**config.mk**
```make
export PLATFORM = sky130hd
export DESIGN_NAME = serial_sub_flat
export DESIGN_NICKNAME = d
export VERILOG_FILES = /design/src/rtl/serial_sub_pkg.sv /design/src/rtl/serial_sub_if.sv /design/src/rtl/full_sub_bit.sv /design/src/rtl/serial_sub.sv /design/src/flat_wrapper.sv
export SDC_FILE = /design/constraint.sdc
export NUM_CORES = 1
export LEC_CHECK = 0
export ABC_AREA = 1
export CAP_MARGIN = 20
export CORE_MARGIN = 4
export CORE_UTILIZATION = 50
export CTS_CLUSTER_SIZE = 28
export DETAILED_ROUTE_END_ITERATION = 8
export DONT_BUFFER_PORTS = 1
export GPL_ROUTABILITY_DRIVEN = 0
export MAX_ROUTING_LAYER = met4
export PLACE_DENSITY = 0.64
export SLEW_MARGIN = 20
export SYNTH_ARGS = -nofsm -noshare
export SYNTH_HDL_FRONTEND = slang
export SYNTH_SLANG_ARGS = --single-unit
```
**constraint.sdc**
```tcl
create_clock -name clk -period 2.68 [get_ports clk]
set_input_delay 0 -clock clk [delete_from_list [all_inputs] [get_ports clk]]
set_output_delay 0 -clock clk [all_outputs]
set_load 0.02 [all_outputs]
```
**src/rtl/serial_sub_pkg.sv**
```systemverilog
// Shared types and constants for the bit-serial subtractor.
// Saturating build: define SERIAL_SUB_SAT_EN.
package serial_sub_pkg;

  localparam int DEFAULT_WIDTH = 4;

  typedef enum logic [1:0] {
    IDLE = 2'd0,
    CALC = 2'd1,
    DONE = 2'd2
  } state_e;

endpackage

```
**src/rtl/serial_sub_if.sv**
```systemverilog
// Request/result bundle between a requester and serial_sub.
// Saturating build: define SERIAL_SUB_SAT_EN.
interface serial_sub_if
  import serial_sub_pkg::*;
#(
  parameter int WIDTH = DEFAULT_WIDTH
);

  logic             start;
  logic [WIDTH-1:0] in1;
  logic [WIDTH-1:0] in2;
  logic             busy;
  logic             done;
  logic [WIDTH-1:0] out;
  logic             borrow;

  modport master (
    output start,
    output in1,
    output in2,
    input  busy,
    input  done,
    input  out,
    input  borrow
  );

  modport slave (
    input  start,
    input  in1,
    input  in2,
    output busy,
    output done,
    output out,
    output borrow
  );

endinterface

```
**src/rtl/full_sub_bit.sv**
```systemverilog
// One-bit full subtractor: d = a - b - bin, bout = borrow out.
// Saturating build: define SERIAL_SUB_SAT_EN.
module full_sub_bit (
  input  logic a,
  input  logic b,
  input  logic bin,
  output logic d,
  output logic bout
);

  assign d    = a ^ b ^ bin;
  assign bout = (~a & b) | (~(a ^ b) & bin);

endmodule

```
**src/rtl/serial_sub.sv**
```systemverilog
// Bit-serial unsigned subtractor, LSB first, one bit per cycle.
// Saturating build: define SERIAL_SUB_SAT_EN (negative results clamp to 0).
module serial_sub
  import serial_sub_pkg::*;
#(
  parameter int WIDTH = DEFAULT_WIDTH
) (
  input logic       clk,
  input logic       rst,
  serial_sub_if.slave bus
);

  localparam int CW = $clog2(WIDTH);

  state_e           state_q, state_d;
  logic [WIDTH-1:0] a_q, a_d;
  logic [WIDTH-1:0] b_q, b_d;
  logic             c_q, c_d;
  logic [CW-1:0]    cnt_q, cnt_d;
  logic [WIDTH-2:0] acc_q, acc_d;
  logic [WIDTH-1:0] out_q, out_d;
  logic             borrow_q, borrow_d;

  logic             bit_d;
  logic             bit_bout;
  logic [WIDTH-1:0] nxt;
  logic             last;

  full_sub_bit u_bit (
    .a    (a_q[0]),
    .b    (b_q[0]),
    .bin  (c_q),
    .d    (bit_d),
    .bout (bit_bout)
  );

  // Partial difference stays in acc_q so out only changes on completion.
  assign nxt  = {bit_d, acc_q};
  assign last = (cnt_q == CW'(WIDTH - 1));

  always_comb begin
    state_d  = state_q;
    a_d      = a_q;
    b_d      = b_q;
    c_d      = c_q;
    cnt_d    = cnt_q;
    acc_d    = acc_q;
    out_d    = out_q;
    borrow_d = borrow_q;
    unique case (state_q)
      IDLE, DONE: begin
        if (bus.start) begin
          a_d     = bus.in1;
          b_d     = bus.in2;
          c_d     = 1'b0;
          cnt_d   = '0;
          acc_d   = '0;
          state_d = CALC;
        end else begin
          state_d = IDLE;
        end
      end
      CALC: begin
        a_d   = a_q >> 1;
        b_d   = b_q >> 1;
        c_d   = bit_bout;
        acc_d = nxt[WIDTH-1:1];
        cnt_d = cnt_q + 1'b1;
        if (last) begin
          cnt_d    = '0;
          borrow_d = bit_bout;
`ifdef SERIAL_SUB_SAT_EN
          out_d    = bit_bout ? '0 : nxt;
`else
          out_d    = nxt;
`endif
          state_d  = DONE;
        end
      end
      default: state_d = IDLE;
    endcase
  end

  always_ff @(posedge clk) begin
    if (rst) begin
      state_q  <= IDLE;
      a_q      <= '0;
      b_q      <= '0;
      c_q      <= 1'b0;
      cnt_q    <= '0;
      acc_q    <= '0;
      out_q    <= '0;
      borrow_q <= 1'b0;
    end else begin
      state_q  <= state_d;
      a_q      <= a_d;
      b_q      <= b_d;
      c_q      <= c_d;
      cnt_q    <= cnt_d;
      acc_q    <= acc_d;
      out_q    <= out_d;
      borrow_q <= borrow_d;
    end
  end

  assign bus.busy   = (state_q == CALC);
  assign bus.done   = (state_q == DONE);
  assign bus.out    = out_q;
  assign bus.borrow = borrow_q;

endmodule
```
**src/flat_wrapper.sv**
```systemverilog
// flat-port wrapper written by rule: the top's interface ports become plain ports
module serial_sub_flat import serial_sub_pkg::*;
#(
  parameter int WIDTH = DEFAULT_WIDTH
)
  (clk, rst, bus_start, bus_in1, bus_in2, bus_busy, bus_done, bus_out, bus_borrow);
  serial_sub_if #(.WIDTH(WIDTH)) bus_i ();
  input logic clk;
  input logic rst;
  input wire logic [$bits(bus_i.start)-1:0] bus_start;
  input wire logic [$bits(bus_i.in1)-1:0] bus_in1;
  input wire logic [$bits(bus_i.in2)-1:0] bus_in2;
  output wire logic [$bits(bus_i.busy)-1:0] bus_busy;
  output wire logic [$bits(bus_i.done)-1:0] bus_done;
  output wire logic [$bits(bus_i.out)-1:0] bus_out;
  output wire logic [$bits(bus_i.borrow)-1:0] bus_borrow;
  assign bus_i.start = bus_start;
  assign bus_i.in1 = bus_in1;
  assign bus_i.in2 = bus_in2;
  assign bus_busy = bus_i.busy;
  assign bus_done = bus_i.done;
  assign bus_out = bus_i.out;
  assign bus_borrow = bus_i.borrow;
  serial_sub #(.WIDTH(WIDTH)) u_core (.clk(clk), .rst(rst), .bus(bus_i));
endmodule
```
==> results.ini <==
[timing]
fmax_mhz = 668
layout_min_cycle_time_ps = 1500
hold_viol_final = 0
slew_viol_final = 0
final.setup.tns_ps = 0
finalCritPeriodShare = 0.559
worst_slew_pin_slew_ps = 578
relSlewSlack = 0.614
clock_skew_ps = 3.14
setup_viol = 0
rsz0062_at_grt = false

[clock_tree]
cts_root_buf = clkbuf_4
cts_buffers = 3
cts_tree = done
clock_latency_ps = 300
htreeDepth = 1
clk_pin_slew_ps = 120
clock_sinks = 21
cts.path.max_buffers = 2

[synthesis]
syn_avg_cell_area_sq_um = 8.10
yosysTopAreaCell = dfxtp_1
yosys.cell_types.count = 23
syn_inst = 134
seq_area_frac_synth = 0.387
synth_top_area_share = 0.387
yosysWarnings = 0
syn-num-nets = 147
syn_area_sq_mm = 0.00109
synth_area_leaders = dfxtp_1 (39%), nand2_1 (10%), nand3_1 (7.8%)
ys_ff_latch = 21

[power_and_ir_drop]
ir_worst_vdd_mv = 0.236
total_power_w = 0.000608
leakage_nw = 0.490
p_per_area_mw_per_mm2 = 522

[routing]
viasPerCell = 4.89
firstDrtPassIters = 3
dr.first_iter.drc_count = 2
route.detailed.drc = 0
antenna_left = 0
wire_per_inst_um = 12.0
totalWireLength_mm = 2.00
vias = 817

[job]
cap_viol_max_count = 0

[setup_path]
crit_type = reg2reg
cp.required_ps = 2860
worst_path_max_delay_cell = dfxtp_1
reg2reg_from = u_core.state_q[0]
cp_cell_sequence = inv_4 -> nand2_2 -> inv_1 -> nand2_1 -> a21oi_2
arrival_ps = 1680
critPathMaxFanout = 22
startpoint_type = flip-flop
critPathCaptureType = flip-flop
crit_start = u_core.state_q[0]
critical_path.max_stage_delay_ps = 630

[floorplanning]
core_sq_mm = 0.00202
dieArea_sq_mm = 0.00298
num_rows = 16
die_h_um = 54.6
initial_utilization = 0.537
io_pins = 18
die_w_um = 54.6

[grt]
antenna_found_initial = 0
grt_pass1_wl_mm = 3.37
grt.overflow.total = 0
grt_pass1_vias = 783
grt_usage = 0.160
grt_max_degree = 23

[layout]
final_area_sq_mm = 0.00116
drive_gt1_frac = 0.179
antenna_cells = 0
area_growth_pct = 7.26
finalNetCount = 154
final_core_util = 0.576
fill_cells = 194

[placed_design]
dpl.hpwl_mm = 1.36
port_buffers = 0
post_dp_cell_area_sq_mm = 0.00105

[hold_path]
hold_start = rst
min_path_type = in2reg

[run_status]
run_status = finished clean

## sequential cells by signal, summed over array words and instances (netlist names)
signal and cells:
u_core.cnt_q 2, u_core.bus.borrow 1, u_core.acc_q 3, u_core.state_q 2, u_core.a_q 4, u_core.c_q 1
u_core.bus.out 4, u_core.b_q 4
## cell usage in the layout, fill, tap and decap left out
master and n:
nor2_1 8, a21oi_2 8, nand2_1 29, nor3_1 5, dlygate4sd3_1 9, fa_1 1
clkbuf_4 3, nand3_2 8, nand2_8 1, nand3_1 17, inv_4 2, nor3_2 1
o21ai_0 1, nand2_2 1, clkbuf_1 1, nand3b_1 1, a21oi_1 2, dfxtp_1 21
ha_1 1, inv_1 19, nor2_8 1
## cell type report
class | count | area [sq um] | share of cell area
clock buffer | 4 | 26.3 | 0.0226
inverter | 21 | 83.8 | 0.0720
multi-input combinational | 85 | 510 | 0.438
sequential | 21 | 420 | 0.361
tap | 27 | 33.8 | 0.0290
timing repair buffer | 9 | 90.1 | 0.0773
## final timing paths
check	cells after the start	to	slack [ps]
worst max-delay path	5	u_core.a_q[3]	1180
worst min-delay path	3	u_core.bus.out[3]	40
worst max register to register	5	u_core.a_q[3]	1180
worst min register to register	2	u_core.c_q	480
## power by group
group / leakage, nW / internal [W] / switching, W / total [W]
Clock: 0.0150 / 0.0000580 / 0.000101 / 0.000159
Combinational: 0.303 / 0.0000423 / 0.0000650 / 0.000107
Sequential: 0.172 / 0.000329 / 0.0000126 / 0.000342
Total: 0.490 / 0.000429 / 0.000178 / 0.000608
## routing by layer
| metal | wire length, um | GRT usage | vias to the layer above | part of all wire |
|---|---|---|---|---|
| met5 | 0 | - | - | 0 |
| met4 | 14 | 0.0664 | 0 | 0.0070 |
| met3 | 87 | 0.0327 | 2 | 0.043 |
| met2 | 956 | 0.262 | 12 | 0.48 |
| met1 | 944 | 0.190 | 370 | 0.47 |
| li1 | - | - | 433 | - |
## worst max-delay path: cells and delay by family, from the launching register on
family                 cells  cell delay [ps]
AOI/OAI and AO/OA          1               50
and+or+nand+nor            2              500
DFF                        1              630
buffers and inverters      2              200
## through the flow
stage                     hold WS, ps  cells  worst slack, ps
after detailed placement         65.2    154             1200
after CTS                        35.9    167             1170
after global placement           64.9    154             1220
after floorplan                   131    134             1580
final                            40.6    167             1180
after global routing             62.5    167             1020
## cell families after synthesis
family                   count (synthesis)  share of synthesized area
flip-flops                              21                      0.387
adder cells (fa/ha/maj)                  2                     0.0300
AO/OA/AOI/OAI                           11                     0.0783
AND/OR/NAND/NOR                         72                      0.362
buffers and inverters                   28                      0.143
## cells in the mapped netlist
cell and count:
inv_4 2, o21ai_0 1, nor3_1 5, nand2_1 29
nor2_1 8, nor3_2 1, a21oi_1 2, nand3b_1 1
nand3_1 17, buf_4 1, nand3_2 8, clkbuf_8 1
buf_12 1, nor2_8 1, clkbuf_1 2, dfxtp_1 21
ha_1 1, inv_1 19, nand2_2 1, a21oi_2 8
fa_1 1, buf_6 2, nand2_8 1
## what timing repair did
action	CTS	global route
hold buffers	9	0
setup buffers	0	0
setup endpoints to repair	0	0
resized for setup	0	0
endpoints found under the hold margin	16	0
Power figures use the tool's default switching activity.
